===== config.mk =====
export PLATFORM = sky130hd
export DESIGN_NAME = bus_arbiter
export DESIGN_NICKNAME = d
export VERILOG_FILES = /design/src/rtl/bus_pkg.sv /design/src/rtl/rr_picker.sv /design/src/rtl/bus_arbiter.sv
export SDC_FILE = /design/constraint.sdc
export NUM_CORES = 1
export LEC_CHECK = 0
export CORE_ASPECT_RATIO = 1.25
export CORE_UTILIZATION = 37
export CTS_CLUSTER_DIAMETER = 200
export DETAILED_ROUTE_END_ITERATION = 8
export HOLD_SLACK_MARGIN = 0.05
export PLACE_DENSITY = 0.59
export SYNTH_ARGS = -nofsm -noshare
export SYNTH_HDL_FRONTEND = slang
export SYNTH_SLANG_ARGS = --single-unit

===== constraint.sdc =====
create_clock -name clk -period 5.6 [get_ports clk]
set_clock_uncertainty 0.2 [all_clocks]
set_input_delay 1.12 -clock clk [delete_from_list [all_inputs] [get_ports clk]]
set_output_delay 1.12 -clock clk [all_outputs]
set_load 0.02 [all_outputs]

===== src/rtl/bus_pkg.sv =====
// Shared constants and types for the byte-bus arbiter: source indices,
// mux select encodings and the arbiter state type.
package bus_pkg;

  localparam logic [1:0] SRC_A = 2'd0;
  localparam logic [1:0] SRC_B = 2'd1;
  localparam logic [1:0] SRC_C = 2'd2;
  localparam logic [1:0] SRC_D = 2'd3;

  // {sel1, sel0} as seen by the four-way byte mux downstream.
  localparam logic [1:0] SEL_A = 2'b11;
  localparam logic [1:0] SEL_B = 2'b10;
  localparam logic [1:0] SEL_C = 2'b01;
  localparam logic [1:0] SEL_D = 2'b00;

  typedef enum logic [1:0] {
    IDLE  = 2'd0,
    GRANT = 2'd1,
    TURN  = 2'd2
  } arb_state_t;

endpackage


===== src/rtl/rr_picker.sv =====
// Combinational round-robin picker: first requesting source found when
// searching upward from ptr, wrapping 3 -> 0.
module rr_picker (
  input  logic [3:0] req,
  input  logic [1:0] ptr,
  output logic       any,
  output logic [1:0] win
);

  logic [1:0] idx;

  // NOTE: every variable written here gets a default first, so no path leaves it unassigned and no latch is inferred.
  always_comb begin
    any = |req;
    win = ptr;
    idx = ptr;
    // Walk from the farthest offset back to ptr so the nearest requester wins.
    for (int k = 3; k >= 0; k--) begin
      idx = ptr + 2'(k);
      if (req[idx]) win = idx;
    end
  end

endmodule


===== src/rtl/bus_arbiter.sv =====
// Round-robin owner of the byte-bus mux selects, with hold limit and a
// single dead turnaround cycle between owners. All outputs are registered.
module bus_arbiter
  import bus_pkg::*;
#(
  parameter int MAX_HOLD = 8
) (
  input  logic       clk,
  input  logic       rst_n,
  input  logic [3:0] req,
  output logic [3:0] gnt,
  output logic       sel0,
  output logic       sel1,
  output logic       bus_valid,
  output logic [1:0] owner
);

  localparam bit         HOLD_EN   = (MAX_HOLD != 0);
  localparam logic [7:0] HOLD_LAST = HOLD_EN ? 8'(MAX_HOLD - 1) : 8'd0;

  arb_state_t state;
  logic [1:0] ptr;
  logic [7:0] hold_cnt;

  logic       pick_any;
  logic [1:0] pick_win;
  logic [1:0] win_sel;
  logic [3:0] owner_bit;
  logic       others;
  logic       hold_hit;
  logic       give_up;

  rr_picker u_picker (
    .req (req),
    .ptr (ptr),
    .any (pick_any),
    .win (pick_win)
  );

  // Select encoding of the incoming winner, loaded together with owner.
  always_comb begin
    win_sel = SEL_A;
    case (pick_win)
      SRC_A:   win_sel = SEL_A;
      SRC_B:   win_sel = SEL_B;
      SRC_C:   win_sel = SEL_C;
      SRC_D:   win_sel = SEL_D;
      default: win_sel = SEL_A;
    endcase
  end

  // Preemption uses strict equality: an owner that ran past the limit
  // alone is not cut off when a competitor shows up later.
  always_comb begin
    owner_bit = 4'b0001 << owner;
    others    = |(req & ~owner_bit);
    hold_hit  = HOLD_EN && (hold_cnt == HOLD_LAST) && others;
    give_up   = !req[owner] || hold_hit;
  end

  // NOTE: state registers use non-blocking assignments so every flop samples pre-edge values, matching the hardware.
  always_ff @(posedge clk or negedge rst_n) begin
    if (!rst_n) begin
      state        <= IDLE;
      ptr          <= SRC_A;
      owner        <= SRC_A;
      hold_cnt     <= 8'd0;
      gnt          <= 4'b0000;
      bus_valid    <= 1'b0;
      {sel1, sel0} <= SEL_A;
    end else begin
      case (state)
        IDLE, TURN: begin
          if (pick_any) begin
            state        <= GRANT;
            owner        <= pick_win;
            ptr          <= pick_win + 2'd1;
            hold_cnt     <= 8'd0;
            gnt          <= 4'b0001 << pick_win;
            bus_valid    <= 1'b1;
            {sel1, sel0} <= win_sel;
          end else begin
            state <= IDLE;
          end
        end
        GRANT: begin
          if (give_up) begin
            state     <= TURN;
            gnt       <= 4'b0000;
            bus_valid <= 1'b0;
          end else if (hold_cnt != 8'hFF) begin
            hold_cnt <= hold_cnt + 8'd1;
          end
        end
        default: begin
          state     <= IDLE;
          gnt       <= 4'b0000;
          bus_valid <= 1'b0;
        end
      endcase
    end
  end

endmodule


Yosys cells after proc, flatten, opt, wreduce, memory -nomap -nowiden
Cells that the tools add are included.
Word-level totals
  logic and storage cells: 73
  register bits: 21
  output and inout bits: 9
  input port bits: 6
Operators by class
  shift operators: 2
  reductions and logical operators: 12
  eq/ne operators: 11
  $lt $le $gt $ge: 5
  bitwise operators: 2
  add/subtract/negate cells: 5
  mux-type cells: 28
Operators with widths (number)
  $mux W8: 3
  $pmux W8 S2: 1
  $lt A2 B3 Y1 const B: 5
  $bmux W1 S2: 5
  $mux W2: 5
  $add A8 B1 Y8 const B: 1
  $eq A8 B3 Y1 const B: 1
  $mux W1: 8
  $mux W4: 2
  $ne A2 B2 Y1 const B: 4
  $ne A8 B8 Y1 const B: 1
  $pmux W2 S4: 1
  $pmux W4 S2: 1
  $reduce_or A4 Y1: 2
  $shl A1 B2 Y4 const A: 2
  $eq A2 B2 Y1 const B: 3
  $add A2 B1 Y2 const B: 2
  $add A2 B2 Y2 const B: 2
  $and A4 B4 Y4: 1
  $eq A2 B1 Y1 const B: 2
  $logic_not A2 Y1: 2
  $not A4 Y4: 1
  $pmux W2 S2: 1
  $reduce_and A2 Y1: 2
  7 further kinds: 7

Depth between registers and ports, before layout
Gate-level depths: netlist of the first run.
  depth after elaboration: 10
  mapped depth: 9

Cells and area by module
Synthesis of the first run repeated with hierarchy kept, for this count alone.
Second synthesis, totals
  cell total of the unflattened synthesis: 132
  area, all modules: 1255.0 um^2
By module, submodules not included
  bus_arbiter: cells each 116, area an instance 1154.9 um^2, instances 1
  rr_picker: cells each 16, area an instance 100.1 um^2, instances 1

Worst setup path after synthesis of the first run
Ideal clock, no wire load.
  kind: input port to flip-flop
  start point: input port req[1]
  end point: register gnt[0]
  required time: 5279 ps
  slack: 2913 ps
  stages on the path: 6
  arrival time: 2366 ps
  path through: buf_6 -> and4bb_2 -> a22o_2 -> o31ai_4 -> o22ai_1 -> a22o_1
On the way
  word-level cells in the longest chain between the ends: 9
  elaborated cells on any way between the ends: 26
  classes of those cells: eq/ne: 2; shift: 1; mux: 16; bitwise: 1; reduce/logical: 6
RTL lines
  start, declared: line bus_arbiter.sv:10  | input logic [3:0] req,
  $bmux W1 S2: line rr_picker.sv:20  | if (req[idx]) win = idx;
  $mux W1 (implied by the code): line rr_picker.sv:20
  $mux W2 (4 in series): line rr_picker.sv:20
  $shl A1 B2 Y4: line bus_arbiter.sv:79  | gnt <= 4'b0001 << pick_win;
  $mux W4: line bus_arbiter.sv:74  | if (pick_any) begin
  $pmux W4 S2: line bus_arbiter.sv:72  | case (state)
  end signal, assigned: line bus_arbiter.sv:79
  end, declared: line bus_arbiter.sv:11  | output logic [3:0] gnt,
Several ways; a longest one is shown, not always the timed one. The select of a mux whose other input is x is not followed.
A chain may end at the register's enable or synchronous reset.

Worst setup path after layout of the first run
  start point: input port req[1]
  end point: register hold_cnt[1]
On the way
  word-level cells in the longest chain between the ends: 6
  elaborated cells on any way between the ends: 11
  classes of those cells: eq/ne: 2; mux: 2; bitwise: 1; reduce/logical: 6
RTL lines
  $bmux W1 S2 or $and A4 B4 Y4 (tied branches): line bus_arbiter.sv:58, bus_arbiter.sv:56
  $mux W1 (implied by the code) or $reduce_or A4 Y1 (tied branches): line bus_arbiter.sv:58, bus_arbiter.sv:56
  $logic_not A1 Y1 or $logic_and A1 B1 Y1 (tied branches): line bus_arbiter.sv:58, bus_arbiter.sv:57
  $logic_or A1 B1 Y1: line bus_arbiter.sv:58  | give_up = !req[owner] || hold_hit;
  $ne A2 B2 Y1 (no source line)
  $reduce_and A4 Y1 (no source line) (*)
  end signal, assigned: line bus_arbiter.sv:92  | hold_cnt <= hold_cnt + 8'd1;
  end, declared: line bus_arbiter.sv:23  | logic [7:0] hold_cnt;
Mark *: on every way between the ends. The rest lies on a longest branch, timed or not. The select of a mux whose other input is x is not followed.

==> summary.log, run 1 <==
INFO  outcome        status=complete, no violations
INFO  sta            setup_total_negative_slack=0ns
INFO  drt            detail_route.wl_per_cell=14.9um
INFO  setup_path     timing_worst_setup_path_type=input pin to register
INFO  placement      post-dp-hpwl=1940um
INFO  sta            finalSetupViolations=0
INFO  final_layout   final_net_count=151
INFO  floorplanning  fp.dieH=68.0um
INFO  clocking       cts_inserted_buffers=3
INFO  placement      routabilityCongestion=0.887
INFO  global_route   top_usage_layer=met2
INFO  final_layout   area_growth_syn_to_layout=13.8%
INFO  placement      place_area=1420um^2
INFO  power_and_ir_drop switching_share_of_power=41.6%
INFO  power_and_ir_drop pd_cells=482nW/um^2
INFO  sta            max_slew_violation_total_from_the_final_report=0
INFO  drt            drc_viols=0
INFO  setup_path     critical_path_peak_fanout=14
INFO  drt            drt-initial-drc-count=37
INFO  yosys          synth_nets=138
INFO  yosys          netlist.area_leader.share=36.9%
INFO  floorplanning  fp.dieW=54.8um
INFO  floorplanning  floorplan.io_pins=15
INFO  yosys          register_area_share_after_synthesis=40.9%
INFO  final_layout   drive_gt1_share=15.2%
INFO  clocking       ctsRootBufferMaster=sky130_fd_sc_hd__clkbuf_8
INFO  global_route   grt_antenna_before_repair=0
INFO  yosys          synth.largest_area_cell=sky130_fd_sc_hd__dfrtp_1
INFO  sta            grt_setup_unrepaired=no
INFO  yosys          yosys_register_bits=21
INFO  clocking       cts_buffer_depth=2
INFO  worst_hold_path hold_path_stages=2
INFO  sta            layout_min_cycle_time=3.45ns
INFO  worst_hold_path hold_path_class=register to register
INFO  global_route   first_global_vias=956
INFO  power_and_ir_drop ir_drop=0.262mV
INFO  yosys          yosys.cell_count.top_type=sky130_fd_sc_hd__dfrtp_1
INFO  clocking       tritoncts=yes
INFO  clocking       clock_network_latency_to_the_later_pin_of_the_worst_skew_pair=0.26ns
INFO  final_layout   final_instance_area=1470um^2
INFO  yosys          synth_async_sr_flop_share=100%
INFO  sta            fin_crit_sh=61.5%
INFO  yosys          synth_top_cells_by_area=sky130_fd_sc_hd__dfrtp_1, sky130_fd_sc_hd__ha_1, sky130_fd_sc_hd__mux2i_1
INFO  power_and_ir_drop power.internal=0.414mW
INFO  setup_path     crit_arrival=3.43ns
INFO  yosys          postSynthCellCount=126
INFO  power_and_ir_drop p_comb_share=49.2%
INFO  clocking       reg_clk_slew_reported_paths=0.08ns
INFO  yosys          post_synth_most_frequent_cells=sky130_fd_sc_hd__dfrtp_1, sky130_fd_sc_hd__nand2_1, sky130_fd_sc_hd__inv_1, sky130_fd_sc_hd__a21oi_1
INFO  setup_path     critical_path.endpoint_type=register
INFO  sta            worstMarginPinSlew=0.932ns
INFO  global_route   grt_remaining_overflow=0
INFO  global_route   grt_start_max_net_pins=22
INFO  yosys          syn-mean-instance-area=10.2um^2
INFO  global_route   gr-usage-met2=27.3%
INFO  clocking       cts-htree-levels=1
INFO  sta            maximum_clock_frequency=0.290GHz
INFO  setup_path     worstSetupStartpointType=input pin
INFO  sta            report.final.hold_viol_count=0
INFO  floorplanning  rows=23
INFO  yosys          synth_enable_flop_cells=0
INFO  yosys          netlist_cell_types=45
INFO  floorplanning  start_util=39.7%
INFO  power_and_ir_drop clockPowerShare=14.1%
INFO  drt            drt-pass1-iter-count=4
INFO  drt            routed_vias=991
INFO  drt            drtAntennaViolNets=0
INFO  yosys          ys.warnings.count=0
INFO  final_layout   antennaDiodeCount=0
INFO  power_and_ir_drop p_switching=0.294mW
INFO  global_route   grt_util_met1=20.0%
INFO  power_and_ir_drop p_leak=0.626nW
INFO  global_route   globalRouteMet3Util=2.89%
INFO  sta            holdWs=0.261ns
INFO  placement      port_buffers=14
INFO  setup_path     r2r.worst_path.cells=6
INFO  clocking       holdBufCountCts=0
INFO  yosys          yosys_most_used_dff=sky130_fd_sc_hd__dfrtp_1
INFO  drt            routed_wirelength=2610um
INFO  clocking       numClockSinks=21
INFO  drt            detail_route.vias_per_cell=5.66
INFO  power_and_ir_drop p_seq_share=36.7%
INFO  sta            timing.max_slew.rel_slack=37.7%
INFO  global_route   groute.usage.overall=16.4%
INFO  clocking       cts-resized-gates=0
INFO  flow_run       max-cap-violations=0
INFO  yosys          synth.cell_area=1290um^2
INFO  setup_path     data_required_time_of_the_worst_path=5.59ns
INFO  floorplanning  core-area=3250um^2
INFO  floorplanning  die_outline_area=3730um^2
INFO  global_route   grt_first_pass_wirelength=4320um
INFO  clocking       post_cts.repair.setup_buffers=0
-- state kept, by name, summed over array words and instances, names as in the netlist --
register	cells
sel1	1
state	2
hold_cnt	8
owner	2
sel0	1
gnt	4
ptr	2
bus_valid	1
-- through the flow --
stage / cells / utilization, % / setup WS [ns] / total power, mW
detailed placement: 171 / 43.7 / 1.87 / 0.612
global route: 175 / 45.1 / 1.91 / 0.767
global placement: 171 / 43.7 / 1.93 / 0.604
CTS: 175 / 45.1 / 2.15 / 0.716
floorplan: 126 / - / 2.91 / 0.518
finish: 175 / 45.1 / 2.15 / 0.708
-- layout make-up --
type / instances / area [um^2]
inverter: 9 / 33.8
tap: 37 / 46.3
clock buffer: 4 / 45.0
sequential: 21 / 528
fill: 319 / 1780
multi-input combinational: 90 / 674
timing repair buffer: 14 / 140
-- path summary, 6_finish.rpt --
check                             from     endpoint  slack [ns]
max                             req[1]  hold_cnt[1]        2.15
min                               sel1         sel1        0.26
max reg2reg                hold_cnt[0]       gnt[3]        3.03
min reg2reg                       sel1         sel1        0.26
max in group asynchronous        rst_n     owner[1]        3.45
min in group asynchronous        rst_n  hold_cnt[0]        1.18
-- cells in the final DEF (no fill, tap or decap), types with 4 or more instances in the layout --
cell type | synthesis | layout
sky130_fd_sc_hd__dfrtp_1 | 19 | 19
sky130_fd_sc_hd__nand2_1 | 14 | 14
sky130_fd_sc_hd__clkdlybuf4s50_1 | 0 | 14
sky130_fd_sc_hd__inv_1 | 9 | 9
sky130_fd_sc_hd__a21oi_1 | 7 | 7
sky130_fd_sc_hd__mux2i_1 | 6 | 6
sky130_fd_sc_hd__ha_1 | 6 | 6
sky130_fd_sc_hd__nor2_1 | 5 | 5
sky130_fd_sc_hd__a22o_1 | 4 | 4
sky130_fd_sc_hd__o21ai_0 | 4 | 4
-- power groups by stage --
stage	Clock, mW	Sequential (mW)	Combinational [mW]
after global routing	0.111	0.266	0.390
final	0.100	0.260	0.348
after global placement	0	0.259	0.345
after floorplan	0	0.285	0.233
after CTS	0.105	0.259	0.353
after detailed placement	0	0.260	0.352
-- kinds of logic after synthesis --
family | Yosys count | synth area share [%]
AO/OA/AOI/OAI | 34 | 20.0
adder cells (fa/ha/maj) | 6 | 5.82
buffers and inverters | 15 | 6.79
flip-flops | 21 | 40.9
multiplexers | 8 | 7.27
AND/OR/NAND/NOR | 42 | 19.2
-- worst max-delay path: stages --
cell	delay (ns)
sky130_fd_sc_hd__clkdlybuf4s50_1	0.63
sky130_fd_sc_hd__nor4_1	0.12
sky130_fd_sc_hd__nor2_1	0.65
sky130_fd_sc_hd__nor2_1	0.25
sky130_fd_sc_hd__or3_2	0.52
sky130_fd_sc_hd__o22ai_1	0.14
-- routing by layer --
metal	wire, um	up-vias
li1	-	487
met1	1190	485
met2	1300	15
met3	67	4
met4	47	0
met5	0	-
No activity file was read; power rests on OpenSTA's default activity.
==> run 2, diff against run 1 <==
Clock period 5.6 ns to 3.6 ns, I/O delays scaled along.
==> run 2 against run 1 <==
Compared with the run above: first-iteration DRC count is 43% lower; global-route usage is 0.67 points higher; non-clock buffer count is 1 higher; sequential share of layout area is 0.18 points lower; clock power is 56% higher; sequential cell count stayed put; worst setup slack worse by 1.6 ns; clock-buffer cell count stayed put; die area stayed put; critical path type unchanged.
==> summary.log, run 2 (synthesized netlist as in run 1, its figures left out) <==
INFO  power_and_ir_drop switching_share_of_power=41.7% [was 41.6%]
INFO  clocking       numClockSinks=21 [unchanged]
INFO  drt            routed_wirelength=2590um [was 2610 um]
INFO  setup_path     rr_endpoint=hold_cnt[7] [was gnt[3]]
INFO  global_route   grt_first_pass_wirelength=4520um [was 4320 um]
INFO  sta            setup_total_negative_slack=0ns [unchanged]
INFO  final_layout   final_instance_area=1480um^2 [was 1470 um^2]
INFO  power_and_ir_drop ir_drop=0.446mV [was 0.262 mV]
INFO  floorplanning  rows=23 [unchanged]
INFO  drt            drt-initial-drc-count=21 [was 37]
INFO  global_route   grt_antenna_before_repair=0 [unchanged]
INFO  sta            timing.max_slew.rel_slack=35.5% [was 37.7%]
INFO  outcome        status=complete, no violations [unchanged]
INFO  drt            top_layer=met4 [unchanged]
INFO  power_and_ir_drop p_comb_share=50.2% [was 49.2%]
INFO  worst_hold_path hold_path_class=register to register [unchanged]
INFO  sta            maximum_clock_frequency=0.328GHz
INFO  flow_run       max-cap-violations=0 [unchanged]
INFO  clocking       cts-htree-levels=1 [unchanged]
INFO  worst_hold_path hold_start=sel1 [unchanged]
INFO  sta            fin_crit_sh=84.6%
INFO  final_layout   final_net_count=152 [was 151]
INFO  final_layout   largest_register_ffs=8 [unchanged]
INFO  drt            detail_route.vias_per_cell=5.62 [was 5.66]
INFO  setup_path     worstSetupStartpointType=input pin [unchanged]
INFO  floorplanning  start_util=39.7% [unchanged]
INFO  sta            max_slew_violation_total_from_the_final_report=0 [unchanged]
INFO  clocking       post_cts.repair.setup_buffers=0 [unchanged]
INFO  setup_path     cp_common_cell=sky130_fd_sc_hd__nor2_1 [unchanged]
INFO  drt            detailroute.wirelength.met3=78um [was 67 um]
INFO  sta            finalSetupViolations=0 [unchanged]
INFO  clocking       holdBufCountCts=0 [unchanged]
INFO  power_and_ir_drop power.internal=0.651mW [was 0.414 mW]
INFO  sta            holdWs=0.256ns [was 0.261 ns]
INFO  power_and_ir_drop pd_cells=757nW/um^2 [was 482 nW/um^2]
INFO  drt            drtAntennaViolNets=0 [unchanged]
INFO  setup_path     critical_path.endpoint_type=register [unchanged]
INFO  clocking       tritoncts=yes [unchanged]
INFO  sta            report.final.hold_viol_count=0 [unchanged]
INFO  floorplanning  fp.dieH=68.0um [unchanged]
INFO  floorplanning  die_outline_area=3730um^2 [unchanged]
INFO  setup_path     crit_arrival=3.03ns [was 3.43 ns]
INFO  global_route   grt_remaining_overflow=0 [unchanged]
INFO  global_route   groute.usage.overall=17.1% [was 16.4%]
INFO  setup_path     critPathSlowestCell=sky130_fd_sc_hd__nor2_1 [unchanged]
INFO  final_layout   multiInputGateArea=674um^2 [unchanged]
INFO  clocking       cts-resized-gates=0 [unchanged]
INFO  clocking       reg_clk_slew_reported_paths=0.07ns [was 0.08 ns]
INFO  global_route   grt_start_max_net_pins=22 [unchanged]
INFO  worst_hold_path hold_path_stages=2 [unchanged]
INFO  drt            detail_route.wl_per_cell=14.7um [was 14.9 um]
INFO  setup_path     r2r.worst_path.cells=7 [was 6]
INFO  final_layout   antennaDiodeCount=0 [unchanged]
INFO  clocking       cts_inserted_buffers=3 [unchanged]
INFO  sta            grt_setup_unrepaired=no [unchanged]
INFO  final_layout   mostFrequentLayoutCell=sky130_fd_sc_hd__dfrtp_1 [unchanged]
INFO  power_and_ir_drop clockPowerShare=14.0% [was 14.1%]
INFO  setup_path     slowest_delay=0.66ns [was 0.65 ns]
INFO  floorplanning  core-area=3250um^2 [unchanged]
INFO  sta            worstMarginPinSlew=0.965ns [was 0.932 ns]
INFO  sta            layout_min_cycle_time=3.05ns
INFO  final_layout   largest_register=hold_cnt [unchanged]
INFO  drt            routed_vias=989 [was 991]
INFO  final_layout   mostFrequentLayoutCells=sky130_fd_sc_hd__dfrtp_1, sky130_fd_sc_hd__nand2_1, sky130_fd_sc_hd__clkdlybuf4s50_1 [unchanged]
INFO  drt            met1Wirelength=1240um [was 1190 um]
INFO  placement      post-dp-hpwl=1870um [was 1940 um]
INFO  setup_path     timing_worst_setup_path_type=input pin to register [unchanged]
INFO  drt            drt-pass1-iter-count=4 [unchanged]
INFO  floorplanning  fp.dieW=54.8um [unchanged]
INFO  setup_path     critical_path_peak_fanout=14 [unchanged]
INFO  final_layout   postLayoutCoreUtil=45.4% [was 45.1%]
INFO  setup_path     rr_startpoint=hold_cnt[0] [unchanged]
INFO  final_layout   reg.largest.list=hold_cnt: 8 flops, gnt: 4 flops [unchanged]
INFO  worst_hold_path min_to=sel1 [unchanged]
INFO  final_layout   drive_gt1_share=15.8% [was 15.2%]
INFO  global_route   first_global_vias=970 [was 956]
INFO  final_layout   register_area=528um^2 [unchanged]
INFO  power_and_ir_drop p_seq_share=35.8% [was 36.7%]
INFO  placement      port_buffers=14 [unchanged]
INFO  drt            detailroute.wirelength.met2=1220um [was 1300 um]
INFO  setup_path     reg2reg_setup_slack=1.30ns [was 3.03 ns]
INFO  drt            drc_viols=0 [unchanged]
INFO  setup_path     critical_path.cell_chain=clkdlybuf4s50_1 > nor4_1 > nor2_1 > nor2_1 > or3_2 > mux2i_1 [was clkdlybuf4s50_1 > nor4_1 > nor2_1 > nor2_1 > or3_2 > o22ai_1]
INFO  clocking       clock_network_latency_to_the_later_pin_of_the_worst_skew_pair=0.26ns [about the same]
INFO  clocking       cts_buffer_depth=2 [unchanged]
INFO  final_layout   fillerInstances=322 [was 319]
INFO  clocking       ctsRootBufferMaster=sky130_fd_sc_hd__clkbuf_8 [unchanged]
INFO  placement      routabilityCongestion=0.861 [was 0.887]
INFO  floorplanning  floorplan.io_pins=15 [unchanged]
INFO  setup_path     data_required_time_of_the_worst_path=3.58ns [was 5.59 ns]
INFO  power_and_ir_drop p_switching=0.465mW [was 0.294 mW]
INFO  final_layout   area_growth_syn_to_layout=14.4% [was 13.8%]
INFO  placement      place_area=1430um^2 [was 1420 um^2]
INFO  power_and_ir_drop p_leak=0.631nW [was 0.626 nW]
run 2: changes by cell type in the layout (fill, tap and decap cells not counted):
cell,delta
sky130_fd_sc_hd__buf_4,+1
run 2: metrics by stage:
step | setup slack [ns] | instances | total power, mW
floorplan | 1.31 | 126 | 0.806
detailed placement | 0.267 | 172 | 0.968
global placement | 0.383 | 172 | 0.955
global route | 0.410 | 176 | 1.20
CTS | 0.546 | 176 | 1.13
finish | 0.554 | 176 | 1.12
run 2: worst max-delay path by stage:
| stage | from | endpoint |
|---|---|---|
| 2_1_floorplan | req[1] | gnt[0] |
| 3_3_place_gp | req[1] | hold_cnt[0] |
| 3_5_place_dp | req[1] | hold_cnt[0] |
| 4_1_cts | req[1] | hold_cnt[0] |
| 5_1_grt | req[1] | hold_cnt[0] |
| 6_report | req[1] | hold_cnt[0] |
run 2: final cells by class:
cell class,instances,area share (%)
multi-input cells,90,45.7
clock buffers,4,3.05
flip-flops and latches,21,35.8
well taps,37,3.14
repair buffers,15,10.0
inverters,9,2.29
run 2: routing by layer:
layer	global-route usage (%)	up-vias
met2	25.6	26
met4	7.69	0
met1	23.8	469
met5	0	-
met3	2.67	6
li1	-	488
run 2: power by group through the flow:
stage | logic (mW) | clock network, mW | registers, mW
2_1_floorplan | 0.362 | 0 | 0.444
3_3_place_gp | 0.554 | 0 | 0.401
3_5_place_dp | 0.563 | 0 | 0.405
4_1_cts | 0.565 | 0.160 | 0.401
5_1_grt | 0.619 | 0.168 | 0.416
6_report | 0.560 | 0.156 | 0.400
run 2: worst max-delay path: cells and delay by family:
family                 cells  cell delay [ns]
AND/OR/NAND/NOR            4             1.55
buffers and inverters      1             0.62
multiplexers               1             0.15
==> run 3, diff against run 2 <==
Settings changed: PLACE_DENSITY 0.59 to 0.61.
Clock period 3.6 ns to 2.59 ns, I/O delays scaled along.
==> run 3 against run 2 <==
Compared with the run above: clock-buffer cell count down 1; total power rose by 47%; hold slack worse by 0.00060 ns; sequential share of layout area decreased by 2.5 points; largest power group unchanged; critical endpoint is now gnt[0]; sequential power increased by 41%; highest routed layer unchanged.
==> summary.log, run 3 (synthesized netlist as in run 1, its figures left out) <==
INFO  floorplanning  fp.dieW=54.8um [unchanged]
INFO  setup_path     rr_endpoint=gnt[0] [was hold_cnt[7]]
INFO  setup_path     critical_path.cell_chain=clkdlybuf4s50_1 > and4bb_2 > a22o_2 > o31ai_4 > o22ai_1 > a22o_1 [was clkdlybuf4s50_1 > nor4_1 > nor2_1 > nor2_1 > or3_2 > mux2i_1]
INFO  global_route   groute.usage.overall=17.2% [was 17.1%]
INFO  floorplanning  start_util=39.7% [unchanged]
INFO  setup_path     crit_path_buf_inv_count=1 [unchanged]
INFO  sta            maximum_clock_frequency=0.418GHz
INFO  power_and_ir_drop switching_share_of_power=40.8% [was 41.7%]
INFO  worst_hold_path min_to=sel1 [unchanged]
INFO  drt            drtAntennaViolNets=0 [unchanged]
INFO  power_and_ir_drop pd_cells=1030nW/um^2 [was 757 nW/um^2]
INFO  clocking       cts_buffer_depth=2 [unchanged]
INFO  setup_path     critical_path.top_delay_family=compound AO/OA/AOI/OAI gates [was simple AND/OR/NAND/NOR gates]
INFO  clocking       holdBufCountCts=0 [unchanged]
INFO  clocking       numClockSinks=21 [unchanged]
INFO  sta            timing.max_slew.rel_slack=67.9% [was 35.5%]
INFO  final_layout   area_growth_syn_to_layout=23.0% [was 14.4%]
INFO  clocking       cts_inserted_buffers=3 [unchanged]
INFO  drt            detail_route.vias_per_cell=5.47 [was 5.62]
INFO  setup_path     reg2reg_setup_slack=0.25ns [was 1.30 ns]
INFO  worst_hold_path hold_path_class=register to register [unchanged]
INFO  drt            drt-initial-drc-count=12 [was 21]
INFO  final_layout   largest_register_ffs=8 [unchanged]
INFO  setup_path     crit_arrival=2.35ns [was 3.03 ns]
INFO  final_layout   final_net_count=165 [was 152]
INFO  setup_path     critical_path_peak_fanout=5 [was 14]
INFO  power_and_ir_drop clockPowerShare=13.4% [was 14.0%]
INFO  power_and_ir_drop p_comb_share=52.2% [was 50.2%]
INFO  worst_hold_path hold_path_stages=2 [unchanged]
INFO  placement      routabilityCongestion=0.819 [was 0.861]
INFO  placement      post-dp-hpwl=2110um [was 1870 um]
INFO  floorplanning  rows=23 [unchanged]
INFO  setup_path     slowest_delay=0.52ns [was 0.66 ns]
INFO  setup_path     data_required_time_of_the_worst_path=2.55ns [was 3.58 ns]
INFO  power_and_ir_drop power.internal=0.971mW [was 0.651 mW]
INFO  setup_path     worstSetupStartpointType=input pin [unchanged]
INFO  placement      place.detailed.instances=185 [was 172]
INFO  power_and_ir_drop ir_drop=0.647mV [was 0.446 mV]
INFO  sta            holdWs=0.255ns [was 0.256 ns]
INFO  clocking       ctsRootBufferMaster=sky130_fd_sc_hd__clkbuf_8 [unchanged]
INFO  sta            layout_min_cycle_time=2.39ns
INFO  drt            drt-pass1-iter-count=4 [unchanged]
INFO  global_route   grt_first_pass_wirelength=4670um [was 4520 um]
INFO  global_route   grt_remaining_overflow=0 [unchanged]
INFO  sta            max_slew_violation_total_from_the_final_report=0 [unchanged]
INFO  floorplanning  die_outline_area=3730um^2 [unchanged]
INFO  clocking       cts-htree-levels=1 [unchanged]
INFO  drt            routed_wirelength=2770um [was 2590 um]
INFO  sta            finalSetupViolations=0 [unchanged]
INFO  global_route   grt_start_max_net_pins=22 [unchanged]
INFO  final_layout   largest_register=hold_cnt [unchanged]
INFO  power_and_ir_drop p_leak=0.702nW [was 0.631 nW]
INFO  setup_path     r2r.worst_path.cells=6 [was 7]
INFO  final_layout   mostFrequentLayoutCells=sky130_fd_sc_hd__dfrtp_1, sky130_fd_sc_hd__nand2_1, sky130_fd_sc_hd__clkdlybuf4s50_1 [unchanged]
INFO  clocking       reg_clk_slew_reported_paths=0.08ns [was 0.07 ns]
INFO  sta            worstMarginPinSlew=0.481ns [was 0.965 ns]
INFO  worst_hold_path hold_start=sel1 [unchanged]
INFO  flow_run       max-cap-violations=0 [unchanged]
INFO  clocking       tritoncts=yes [unchanged]
INFO  power_and_ir_drop p_seq_share=34.4% [was 35.8%]
INFO  final_layout   post_layout_nonfiller_instances=189 [was 176]
INFO  clocking       cts-resized-gates=0 [unchanged]
INFO  clocking       post_cts.repair.setup_buffers=0 [unchanged]
INFO  setup_path     timing_worst_setup_path_type=input pin to register [unchanged]
INFO  setup_path     rr_startpoint=hold_cnt[0] [unchanged]
INFO  global_route   first_global_vias=1099 [was 970]
INFO  drt            drc_viols=0 [unchanged]
INFO  outcome        status=complete, no violations [unchanged]
INFO  setup_path     critPathSlowestCell=sky130_fd_sc_hd__clkdlybuf4s50_1 [was sky130_fd_sc_hd__nor2_1]
INFO  final_layout   reg.largest.list=hold_cnt: 8 flops, gnt: 4 flops [unchanged]
INFO  sta            fin_crit_sh=92.4%
INFO  placement      port_buffers=14 [unchanged]
INFO  floorplanning  core-area=3250um^2 [unchanged]
INFO  drt            routed_vias=1033 [was 989]
INFO  power_and_ir_drop p_switching=0.668mW [was 0.465 mW]
INFO  floorplanning  fp.dieH=68.0um [unchanged]
INFO  setup_path     critical_path.endpoint_type=register [unchanged]
INFO  floorplanning  floorplan.io_pins=15 [unchanged]
INFO  drt            detail_route.wl_per_cell=14.6um [was 14.7 um]
INFO  sta            grt_setup_unrepaired=no [unchanged]
INFO  final_layout   antennaDiodeCount=0 [unchanged]
INFO  final_layout   drive_gt1_share=23.7% [was 15.8%]
INFO  sta            report.final.hold_viol_count=0 [unchanged]
INFO  clocking       clock_network_latency_to_the_later_pin_of_the_worst_skew_pair=0.26ns [about the same]
INFO  global_route   grt_antenna_before_repair=0 [unchanged]
INFO  final_layout   mostFrequentLayoutCell=sky130_fd_sc_hd__dfrtp_1 [unchanged]
run 3: final cells by class:
| cell class | instances | area [um^2] |
|---|---|---|
| Multi-Input combinational cell | 90 | 674 |
| Inverter | 9 | 33.8 |
| Timing Repair Buffer | 28 | 258 |
| Sequential cell | 21 | 528 |
| Fill cell | 314 | 1670 |
| Clock buffer | 3 | 41.3 |
| Tap cell | 37 | 46.3 |
| Clock inverter | 1 | 5.00 |
run 3: per-stage QoR:
stage	instance area, um^2	setup WS, ns	power [mW]	utilization, %	TNS, ns
after global placement	1540	-0.0356	1.41	47.4	-0.199
final	1590	0.197	1.64	48.8	0
after global routing	1590	0.0434	1.75	48.8	0
after floorplan	1290	0.494	1.12	-	0
after CTS	1590	0.194	1.66	48.8	0
after detailed placement	1540	-0.0778	1.42	47.4	-0.410
run 3: power by group through the flow:
stage	Combinational [mW]	Sequential, mW	Clock (mW)
after floorplan	0.504	0.617	0
after global placement	0.846	0.562	0
after detailed placement	0.857	0.567	0
after CTS	0.865	0.563	0.227
after global routing	0.935	0.579	0.240
final	0.856	0.563	0.220
run 3: worst max-delay path by stage:
stage | slack (ns) | end | cells after the start | start
floorplan | 0.49 | gnt[0] | 5 | hold_cnt[4]
global placement | -0.04 | gnt[1] | 6 | req[1]
detailed placement | -0.08 | gnt[0] | 6 | req[1]
CTS | 0.19 | gnt[0] | 6 | req[1]
global route | 0.04 | hold_cnt[7] | 8 | req[2]
finish | 0.20 | gnt[0] | 6 | req[1]
run 3: worst min-delay path, stage by stage (launching register included):
cell	delay, ns
sky130_fd_sc_hd__dfstp_2	0.37
sky130_fd_sc_hd__nand2_1	0.05
sky130_fd_sc_hd__nand2_1	0.04
run 3: metal layers:
metal / track usage (%) / part of all wire (%) / vias up / routed length (um)
li1: - / - / 511 / -
met1: 20.4 / 44 / 503 / 1210
met2: 30.0 / 53 / 15 / 1470
met3: 3.56 / 2.3 / 4 / 63
met4: 5.77 / 1.1 / 0 / 30
met5: 0 / 0 / - / 0
